==> src/rtl/mem_access_ctrl_if.sv <==
// rtl/mem_access_ctrl_if.sv - CPU request and RAM port bundle for mem_access_ctrl
interface mem_access_ctrl_if #(
    parameter int WORD_ADDR_W = 5
);
    logic                   req;
    logic                   we;
    logic [1:0]             size;
    logic                   sign_ext;
    logic [WORD_ADDR_W+1:0] addr;
    logic [31:0]            wdata;
    logic                   ready;
    logic                   done;
    logic                   err;
    logic [31:0]            rdata;
    logic                   mem_W_En;
    logic [WORD_ADDR_W-1:0] mem_Addr;
    logic [31:0]            mem_D_In;
    logic [31:0]            mem_D_Out;

    // master is the CPU plus RAM side; slave is the controller
    modport master (
        output req, we, size, sign_ext, addr, wdata, mem_D_Out,
        input  ready, done, err, rdata, mem_W_En, mem_Addr, mem_D_In
    );

    modport slave (
        input  req, we, size, sign_ext, addr, wdata, mem_D_Out,
        output ready, done, err, rdata, mem_W_En, mem_Addr, mem_D_In
    );
endinterface

==> src/rtl/mem_access_ctrl.sv <==
// rtl/mem_access_ctrl.sv - byte/half/word load-store controller for a single-port word RAM
module mem_access_ctrl #(
    parameter int WORD_ADDR_W = 5
) (
    input  logic               clk,
    input  logic               rst,
    mem_access_ctrl_if.slave   bus
);
    typedef enum logic [1:0] {IDLE, RD, RDV, WR} state_t;

    state_t                 state_q, state_d;
    logic                   we_q, we_d;
    logic [1:0]             size_q, size_d;
    logic                   sext_q, sext_d;
    logic [1:0]             addr_lo_q, addr_lo_d;
    logic [15:0]            wdata_lo_q, wdata_lo_d;
    logic                   done_q, done_d;
    logic                   err_q, err_d;
    logic [31:0]            rdata_q, rdata_d;
    logic [WORD_ADDR_W-1:0] mem_addr_q, mem_addr_d;
    logic [31:0]            mem_d_in_q, mem_d_in_d;

    logic        accept;
    logic        bad;
    logic        is_word_store;
    logic [31:0] load_shift;
    logic [31:0] load_val;
    logic [31:0] lane_mask;
    logic [31:0] lane_data;
    logic [31:0] merged;

    assign accept        = bus.req && (state_q == IDLE);
    assign bad           = (bus.size == 2'b11)
                        || (bus.size == 2'b10 && bus.addr[1:0] != 2'b00)
                        || (bus.size == 2'b01 && bus.addr[0]);
    assign is_word_store = bus.we && (bus.size == 2'b10);

    always_comb begin
        load_shift = 32'h0;
        load_val   = bus.mem_D_Out;
        lane_mask  = 32'hFFFF_FFFF;
        lane_data  = 32'h0;
        case (size_q)
            2'b00: begin
                load_shift = bus.mem_D_Out >> {addr_lo_q, 3'b000};
                load_val   = {{24{sext_q & load_shift[7]}}, load_shift[7:0]};
                lane_mask  = 32'h0000_00FF << {addr_lo_q, 3'b000};
                lane_data  = {24'h0, wdata_lo_q[7:0]} << {addr_lo_q, 3'b000};
            end
            2'b01: begin
                load_shift = bus.mem_D_Out >> {addr_lo_q[1], 4'b0000};
                load_val   = {{16{sext_q & load_shift[15]}}, load_shift[15:0]};
                lane_mask  = 32'h0000_FFFF << {addr_lo_q[1], 4'b0000};
                lane_data  = {16'h0, wdata_lo_q} << {addr_lo_q[1], 4'b0000};
            end
            default: ;
        endcase
        merged = (bus.mem_D_Out & ~lane_mask) | (lane_data & lane_mask);
    end

    always_ff @(posedge clk) begin
        if (rst) begin
            state_q <= IDLE;
        end else begin
            state_q <= state_d;
        end
    end

    always_comb begin
        state_d = state_q;
        case (state_q)
            IDLE: if (accept && !bad) state_d = is_word_store ? WR : RD;
            RD:   state_d = RDV;
            RDV:  state_d = we_q ? WR : IDLE;
            WR:   state_d = IDLE;
            default: state_d = IDLE;
        endcase
    end

    always_comb begin
        bus.ready    = (state_q == IDLE);
        bus.mem_W_En = (state_q == WR);
    end

    // Datapath next-state: latched request fields, RAM drive and response
    always_comb begin
        we_d       = we_q;
        size_d     = size_q;
        sext_d     = sext_q;
        addr_lo_d  = addr_lo_q;
        wdata_lo_d = wdata_lo_q;
        done_d     = 1'b0;
        err_d      = 1'b0;
        rdata_d    = rdata_q;
        mem_addr_d = mem_addr_q;
        mem_d_in_d = mem_d_in_q;
        case (state_q)
            IDLE: begin
                if (accept) begin
                    we_d       = bus.we;
                    size_d     = bus.size;
                    sext_d     = bus.sign_ext;
                    addr_lo_d  = bus.addr[1:0];
                    wdata_lo_d = bus.wdata[15:0];
                    if (bad) begin
                        done_d  = 1'b1;
                        err_d   = 1'b1;
                        rdata_d = 32'h0;
                    end else begin
                        mem_addr_d = bus.addr[WORD_ADDR_W+1:2];
                        if (is_word_store) mem_d_in_d = bus.wdata;
                    end
                end
            end
            RDV: begin
                if (we_q) begin
                    mem_d_in_d = merged;
                end else begin
                    rdata_d = load_val;
                    done_d  = 1'b1;
                end
            end
            WR: begin
                rdata_d = 32'h0;
                done_d  = 1'b1;
            end
            default: ;
        endcase
    end

    always_ff @(posedge clk) begin
        if (rst) begin
            we_q       <= 1'b0;
            size_q     <= 2'b00;
            sext_q     <= 1'b0;
            addr_lo_q  <= 2'b00;
            wdata_lo_q <= 16'h0;
            done_q     <= 1'b0;
            err_q      <= 1'b0;
            rdata_q    <= 32'h0;
            mem_addr_q <= '0;
            mem_d_in_q <= 32'h0;
        end else begin
            we_q       <= we_d;
            size_q     <= size_d;
            sext_q     <= sext_d;
            addr_lo_q  <= addr_lo_d;
            wdata_lo_q <= wdata_lo_d;
            done_q     <= done_d;
            err_q      <= err_d;
            rdata_q    <= rdata_d;
            mem_addr_q <= mem_addr_d;
            mem_d_in_q <= mem_d_in_d;
        end
    end

    assign bus.done     = done_q;
    assign bus.err      = err_q;
    assign bus.rdata    = rdata_q;
    assign bus.mem_Addr = mem_addr_q;
    assign bus.mem_D_In = mem_d_in_q;
endmodule

==> src/flat_wrapper.sv <==
// flat-port wrapper written by rule: the top's interface ports become plain ports
module mem_access_ctrl_flat 
#(
    parameter int WORD_ADDR_W = 5
)
  (clk, rst, bus_req, bus_we, bus_size, bus_sign_ext, bus_addr, bus_wdata, bus_mem_D_Out, bus_ready, bus_done, bus_err, bus_rdata, bus_mem_W_En, bus_mem_Addr, bus_mem_D_In);
  mem_access_ctrl_if #(.WORD_ADDR_W(WORD_ADDR_W)) bus_i ();
  input  logic clk;
  input  logic rst;
  input wire logic [$bits(bus_i.req)-1:0] bus_req;
  input wire logic [$bits(bus_i.we)-1:0] bus_we;
  input wire logic [$bits(bus_i.size)-1:0] bus_size;
  input wire logic [$bits(bus_i.sign_ext)-1:0] bus_sign_ext;
  input wire logic [$bits(bus_i.addr)-1:0] bus_addr;
  input wire logic [$bits(bus_i.wdata)-1:0] bus_wdata;
  input wire logic [$bits(bus_i.mem_D_Out)-1:0] bus_mem_D_Out;
  output wire logic [$bits(bus_i.ready)-1:0] bus_ready;
  output wire logic [$bits(bus_i.done)-1:0] bus_done;
  output wire logic [$bits(bus_i.err)-1:0] bus_err;
  output wire logic [$bits(bus_i.rdata)-1:0] bus_rdata;
  output wire logic [$bits(bus_i.mem_W_En)-1:0] bus_mem_W_En;
  output wire logic [$bits(bus_i.mem_Addr)-1:0] bus_mem_Addr;
  output wire logic [$bits(bus_i.mem_D_In)-1:0] bus_mem_D_In;
  assign bus_i.req = bus_req;
  assign bus_i.we = bus_we;
  assign bus_i.size = bus_size;
  assign bus_i.sign_ext = bus_sign_ext;
  assign bus_i.addr = bus_addr;
  assign bus_i.wdata = bus_wdata;
  assign bus_i.mem_D_Out = bus_mem_D_Out;
  assign bus_ready = bus_i.ready;
  assign bus_done = bus_i.done;
  assign bus_err = bus_i.err;
  assign bus_rdata = bus_i.rdata;
  assign bus_mem_W_En = bus_i.mem_W_En;
  assign bus_mem_Addr = bus_i.mem_Addr;
  assign bus_mem_D_In = bus_i.mem_D_In;
  mem_access_ctrl #(.WORD_ADDR_W(WORD_ADDR_W)) u_core (.clk(clk), .rst(rst), .bus(bus_i));
endmodule
==> config.mk <==
export PLATFORM = sky130hd
export DESIGN_NAME = mem_access_ctrl_flat
export DESIGN_NICKNAME = d
export VERILOG_FILES = /design/src/rtl/mem_access_ctrl_if.sv /design/src/rtl/mem_access_ctrl.sv /design/src/flat_wrapper.sv
export SDC_FILE = /design/constraint.sdc
export NUM_CORES = 1
export LEC_CHECK = 0
export ABC_AREA = 1
export BUFFER_PORTS_ARGS = -buffer_cell sky130_fd_sc_hd__buf_4
export CAP_MARGIN = 30
export CORE_ASPECT_RATIO = 1.5
export CORE_MARGIN = 5
export CORE_UTILIZATION = 47
export DETAILED_ROUTE_END_ITERATION = 6
export PLACE_DENSITY = 0.82
export SETUP_SLACK_MARGIN = 0.15
export SYNTH_ARGS = -nofsm -noshare
export SYNTH_HDL_FRONTEND = slang
export SYNTH_SLANG_ARGS = --single-unit
==> constraint.sdc <==
create_clock -name clk -period 2.05 [get_ports clk]
set_clock_uncertainty 0.2 [all_clocks]
set_input_delay 0.1025 -clock clk [delete_from_list [all_inputs] [get_ports clk]]
set_output_delay 0.1025 -clock clk [all_outputs]
set_load 0.01 [all_outputs]
==> reports/results.md <==
| Stage | Result | Value |
| --- | --- | --- |
| critical path | Slowest cell on the critical path | sky130_fd_sc_hd__dlygate4sd3_1 |
| synth | Async SR Flop Fraction | 0% |
| floorplanning | Starting density of the core | 47.44% |
| routing | 1st-pass router iterations | 6 |
| grt | Overall track demand over capacity in global routing | 27.90% |
| critical path | Critical path, cell by cell | dlygate4sd3_1, buf_4, inv_1, o21ai_0, nand2_1, nor2_2, nor3_4, buf_12, buf_8, nand2_1, a21oi_1 |
| synth | Yosys synthesis warning count | 0 |
| critical path | Category of the most critical setup path | in -> reg |
| synth | Number of nets in the synthesized netlist | 885 |
| grt | Antenna violations before repair | 1 |
| critical path | Data arrival time of the critical path | 1.94 ns |
| job | Number of maximum-capacitance constraint violations | 0 |
| cells and area | Number of nets in the layout | 1101 |
| routing | Vias per cell | 5.418 |
| synth | Dominant combinational cell family by area after synthesis | simple AND/OR/NAND/NOR gates |
| grt | Wire length of the first global-routing pass | 29210 microns |
| critical path | Worst reg2reg startpoint | u_core.state_q[0]$_SDFFE_PP0P_ |
| hold path | Hold-critical path depth | 5 |
| floorplanning | Core outline area | 10940 sq um |
| synth | Biggest area contributors in the synthesized netlist | sky130_fd_sc_hd__dfxtp_1 (37%), sky130_fd_sc_hd__nand2_1 (16%), sky130_fd_sc_hd__nand3_1 (9.5%) |
| sta | Relative slew slack | 72.16% |
| routing | DR iter-0 viols | 600 |
| clock tree | H-tree depth | 3 |
| grt | Via count of the first global-routing pass | 5842 |
| sta | Fraction of the cycle the final worst path needs | 90.78% |
| sta | Maximum clock frequency | 537.4 MHz |
| synth | Share of synthesized area spent on multiplexers | 0% |
| pwr | Power density relative to cell area | 631.6 nW/um^2 |
| synth | Synth Area in Compound Gates | 17.96% |
| clock tree | Number of buffers created by CTS | 9 |
| pwr | Internal Pwr Total | 3.482 mW |
| pwr | Sequential cell fraction of total power | 40.4% |
| floorplanning | Number of I/O pins | 151 |
| synth | Count of flip-flops with a built-in enable after synthesis | 0 |
| pwr | Switching Fraction | 28.88% |
| placement | HPWL after detailed placement | 12660 microns |
| pwr | Combinational cell fraction of total power | 23.7% |
| cells and area | Synthesis-to-layout area growth | 49.39% |
| synth | Simple-gate portion of the synthesized area | 35.69% |
| sta | Worst-margin pin slew | 0.4175 ns |
| clock tree | Longest Clk Path Bufs | 2 |
| synth | Leading area contributor after synthesis | sky130_fd_sc_hd__dfxtp_1 |
| clock tree | Root Driver | sky130_fd_sc_hd__clkbuf_16 |
| synth | Dominant register cell in the synthesized netlist | sky130_fd_sc_hd__dfxtp_1 |
| sta | Total count of hold-check failures in the final report | 1 |
| clock tree | Clock tree from TritonCTS | yes |
| sta | Min Clock Period, post-route | 1.861 ns |
| clock tree | Number of sinks driven by the clock tree | 95 |
| hold path | Type of the worst min-delay path | in -> reg |
| routing | Via total after detailed routing | 6371 |
| placement | PortBufs | 150 |
| cells and area | Layout fillers | 907 |
| critical path | Most prevalent standard cell on the critical path | sky130_fd_sc_hd__nand2_1 |
| critical path | Max stage delay on crit path | 0.54 ns |
| cells and area | Share of cells above drive strength 1 | 25.78% |
| critical path | Launching element of the worst setup path | bus_addr[0] |
| floorplanning | Number of placement rows | 47 |
| clock tree | Skew-Pair Late Insertion Delay | 0.35 ns |
| routing | Total DRC errors in the routed layout | 0 |
| sta | Slew Viols, Final | 0 |
| cells and area | Post-route cell area | 7751 sq um |
| grt | Largest net degree at the start of global routing | 52 |
| synth | Mean Syn Cell Area | 6.430 sq um |
| synth | Synth top area share | 36.65% |
| critical path | Maximum fanout along the worst path | 14 |
| run status | Violated checks | negative hold slack |
| synth | Cell variety after synth | 27 |
| critical path | Type of element capturing the critical path | flip-flop |
| sta | Total setup violations reported at the end of the flow | 0 |
| routing | Post-Route WL | 19540 microns |
| critical path | Path depth of the worst reg2reg path | 9 |
| critical path | Startpoint kind of the worst setup timing path | input port |
| cells and area | Highest-count cells in the layout ignoring fill and taps | sky130_fd_sc_hd__nand2_1 (226), sky130_fd_sc_hd__buf_4 (174), sky130_fd_sc_hd__nand3_1 (98), sky130_fd_sc_hd__dfxtp_1 (91), sky130_fd_sc_hd__a21oi_1 (89) |
| critical path | Required time reported for the critical path endpoint | 2.13 ns |
| cells and area | Leading cell type in the layout, fill and taps excluded | sky130_fd_sc_hd__nand2_1 |
| hold path | Hold wc startpoint | bus_mem_D_Out[1] |
| grt | Aggregate global routing overflow | 0 |
| placement | Final weighted congestion of routability-driven global placement | 0.9942 |
| synth | Post-Synthesis Cells | 807 |
| run status | Outcome | complete, but fails checks |
| sta | Setup repair after global routing missed its margin | true |
| placement | Placed cell areas | 6509 sq um |
| cells and area | Final standard cell utilization of the core | 70.86% |
| clock tree | Register clock-pin slew on the reported worst setup and hold paths | 0.06 ns |
| routing | Detailed-route wire length per cell | 16.62 microns |
| synth | Proportion of synthesized chip area in sequential cells | 36.65% |
| pwr | Worst vdd ir | 463.3 uV |
| sta | Worst hold slack across all endpoints | -0.001937 ns |
| floorplanning | Width of the chip | 95.79 microns |
| routing | Antenna-violating nets left | 0 |
| synth | Post-synthesis instance area | 5189 sq um |
| pwr | Leak | 3.433 nW |
| synth | Area share of fa/ha/maj cells after synthesis | 0% |
| floorplanning | Overall die area | 13280 sq um |
| synth | Number of flip-flops and latches in the synthesized netlist | 95 |
| pwr | Clock power frac | 35.8% |
| pwr | Power Total | 4.896 mW |
| synth | Synthesized-area fraction occupied by xor and xnor cells | 0% |
| pwr | Sw Pwr | 1.414 mW |
| floorplanning | Die outline height | 138.7 microns |
[repair_timing]
item | in CTS | in global routing
resized for setup | 1 | 26
pin swaps | 1 | 7
setup buffers | 1 | 6
endpoints found under the setup margin | 32 | 57
hold endpoints to repair | 77 | 0
hold buffers | 69 | 0
gates cloned | 0 | 4
[cells by family (layout without fill, tap and decap cells)]
logic type	count (synthesis)	after routing
other	0	1
buffers and inverters	117	338
AND/OR/NAND/NOR	417	417
flip-flops	95	95
AO/OA/AOI/OAI	178	178
[Yosys cell counts, types with 7 or more instances]
cell type	count
sky130_fd_sc_hd__nor2_1	50
sky130_fd_sc_hd__a21oi_1	97
sky130_fd_sc_hd__inv_1	60
sky130_fd_sc_hd__clkbuf_1	28
sky130_fd_sc_hd__nor2_2	15
sky130_fd_sc_hd__or2_2	9
sky130_fd_sc_hd__buf_2	12
sky130_fd_sc_hd__o21ai_0	63
sky130_fd_sc_hd__o211ai_1	7
sky130_fd_sc_hd__nand2_1	227
sky130_fd_sc_hd__dfxtp_1	95
sky130_fd_sc_hd__nand3_1	99
[worst max-delay path: cells and delay by family]
kind	cells	cell delay, ns
buffers and inverters	5	1.08
AOI/OAI and AO/OA	2	0.23
and+or+nand+nor	4	0.51
[sequential cells by signal, summed over array words and instances, names as in the netlist]
name / count
u_core.size_q: 2
u_core.state_q: 2
u_core.bus.mem_D_In: 32
u_core.sext_q: 1
u_core.bus.done: 1
u_core.we_q: 1
u_core.bus.err: 1
u_core.bus.mem_Addr: 5
u_core.bus.rdata: 32
u_core.addr_lo_q: 2
u_core.wdata_lo_q: 16
[layout make-up]
cell class / instances / area, sq um / area share (%)
inverters: 66 / 247.7 / 3.196
diodes: 1 / 2.502 / 0.03228
flip-flops and latches: 95 / 1907 / 24.60
multi-input cells: 595 / 2849 / 36.76
clock buffers: 14 / 274.0 / 3.535
well taps: 147 / 183.9 / 2.373
repair buffers: 256 / 2250 / 29.02
clock inverters: 2 / 37.54 / 0.4843
[layer usage]
layer	vias to the layer above	share of wire, %	track usage (%)
li1	3051	-	-
met1	2883	35	32.74
met2	355	52	47.80
met3	82	8.3	5.049
met4	0	4.9	13.34
met5	-	0	0
[through the flow]
step	hold slack, ns	cells	TNS (ns)	worst slack [ns]
floorplan	0.03740	807	0	0.3863
global placement	0.1282	1078	-1.927	-0.07679
detailed placement	0.1342	1079	0	0.07242
CTS	0.002236	1165	0	0.1689
global route	0.03690	1176	0	0.1278
finish	-0.001937	1176	0	0.1890
[final timing paths]
path                                           to  slack (ns)
min              u_core.bus.rdata[1]$_SDFFE_PP0P_      -0.002
max reg2reg  u_core.bus.mem_D_In[28]$_SDFFE_PP0P_        0.22
max             u_core.bus.rdata[19]$_SDFFE_PP0P_        0.19
min reg2reg     u_core.bus.rdata[25]$_SDFFE_PP0P_        0.26
[power by group through the flow]
stage	logic (mW)	registers [mW]	clock network, mW
6_report	1.16	1.98	1.76
5_1_grt	1.26	1.99	1.84
2_1_floorplan	0.565	2.02	0
3_3_place_gp	0.923	2.01	0
3_5_place_dp	0.944	2.01	0
4_1_cts	1.06	1.97	1.77
Note: power is estimated with default switching activity, not from simulation.
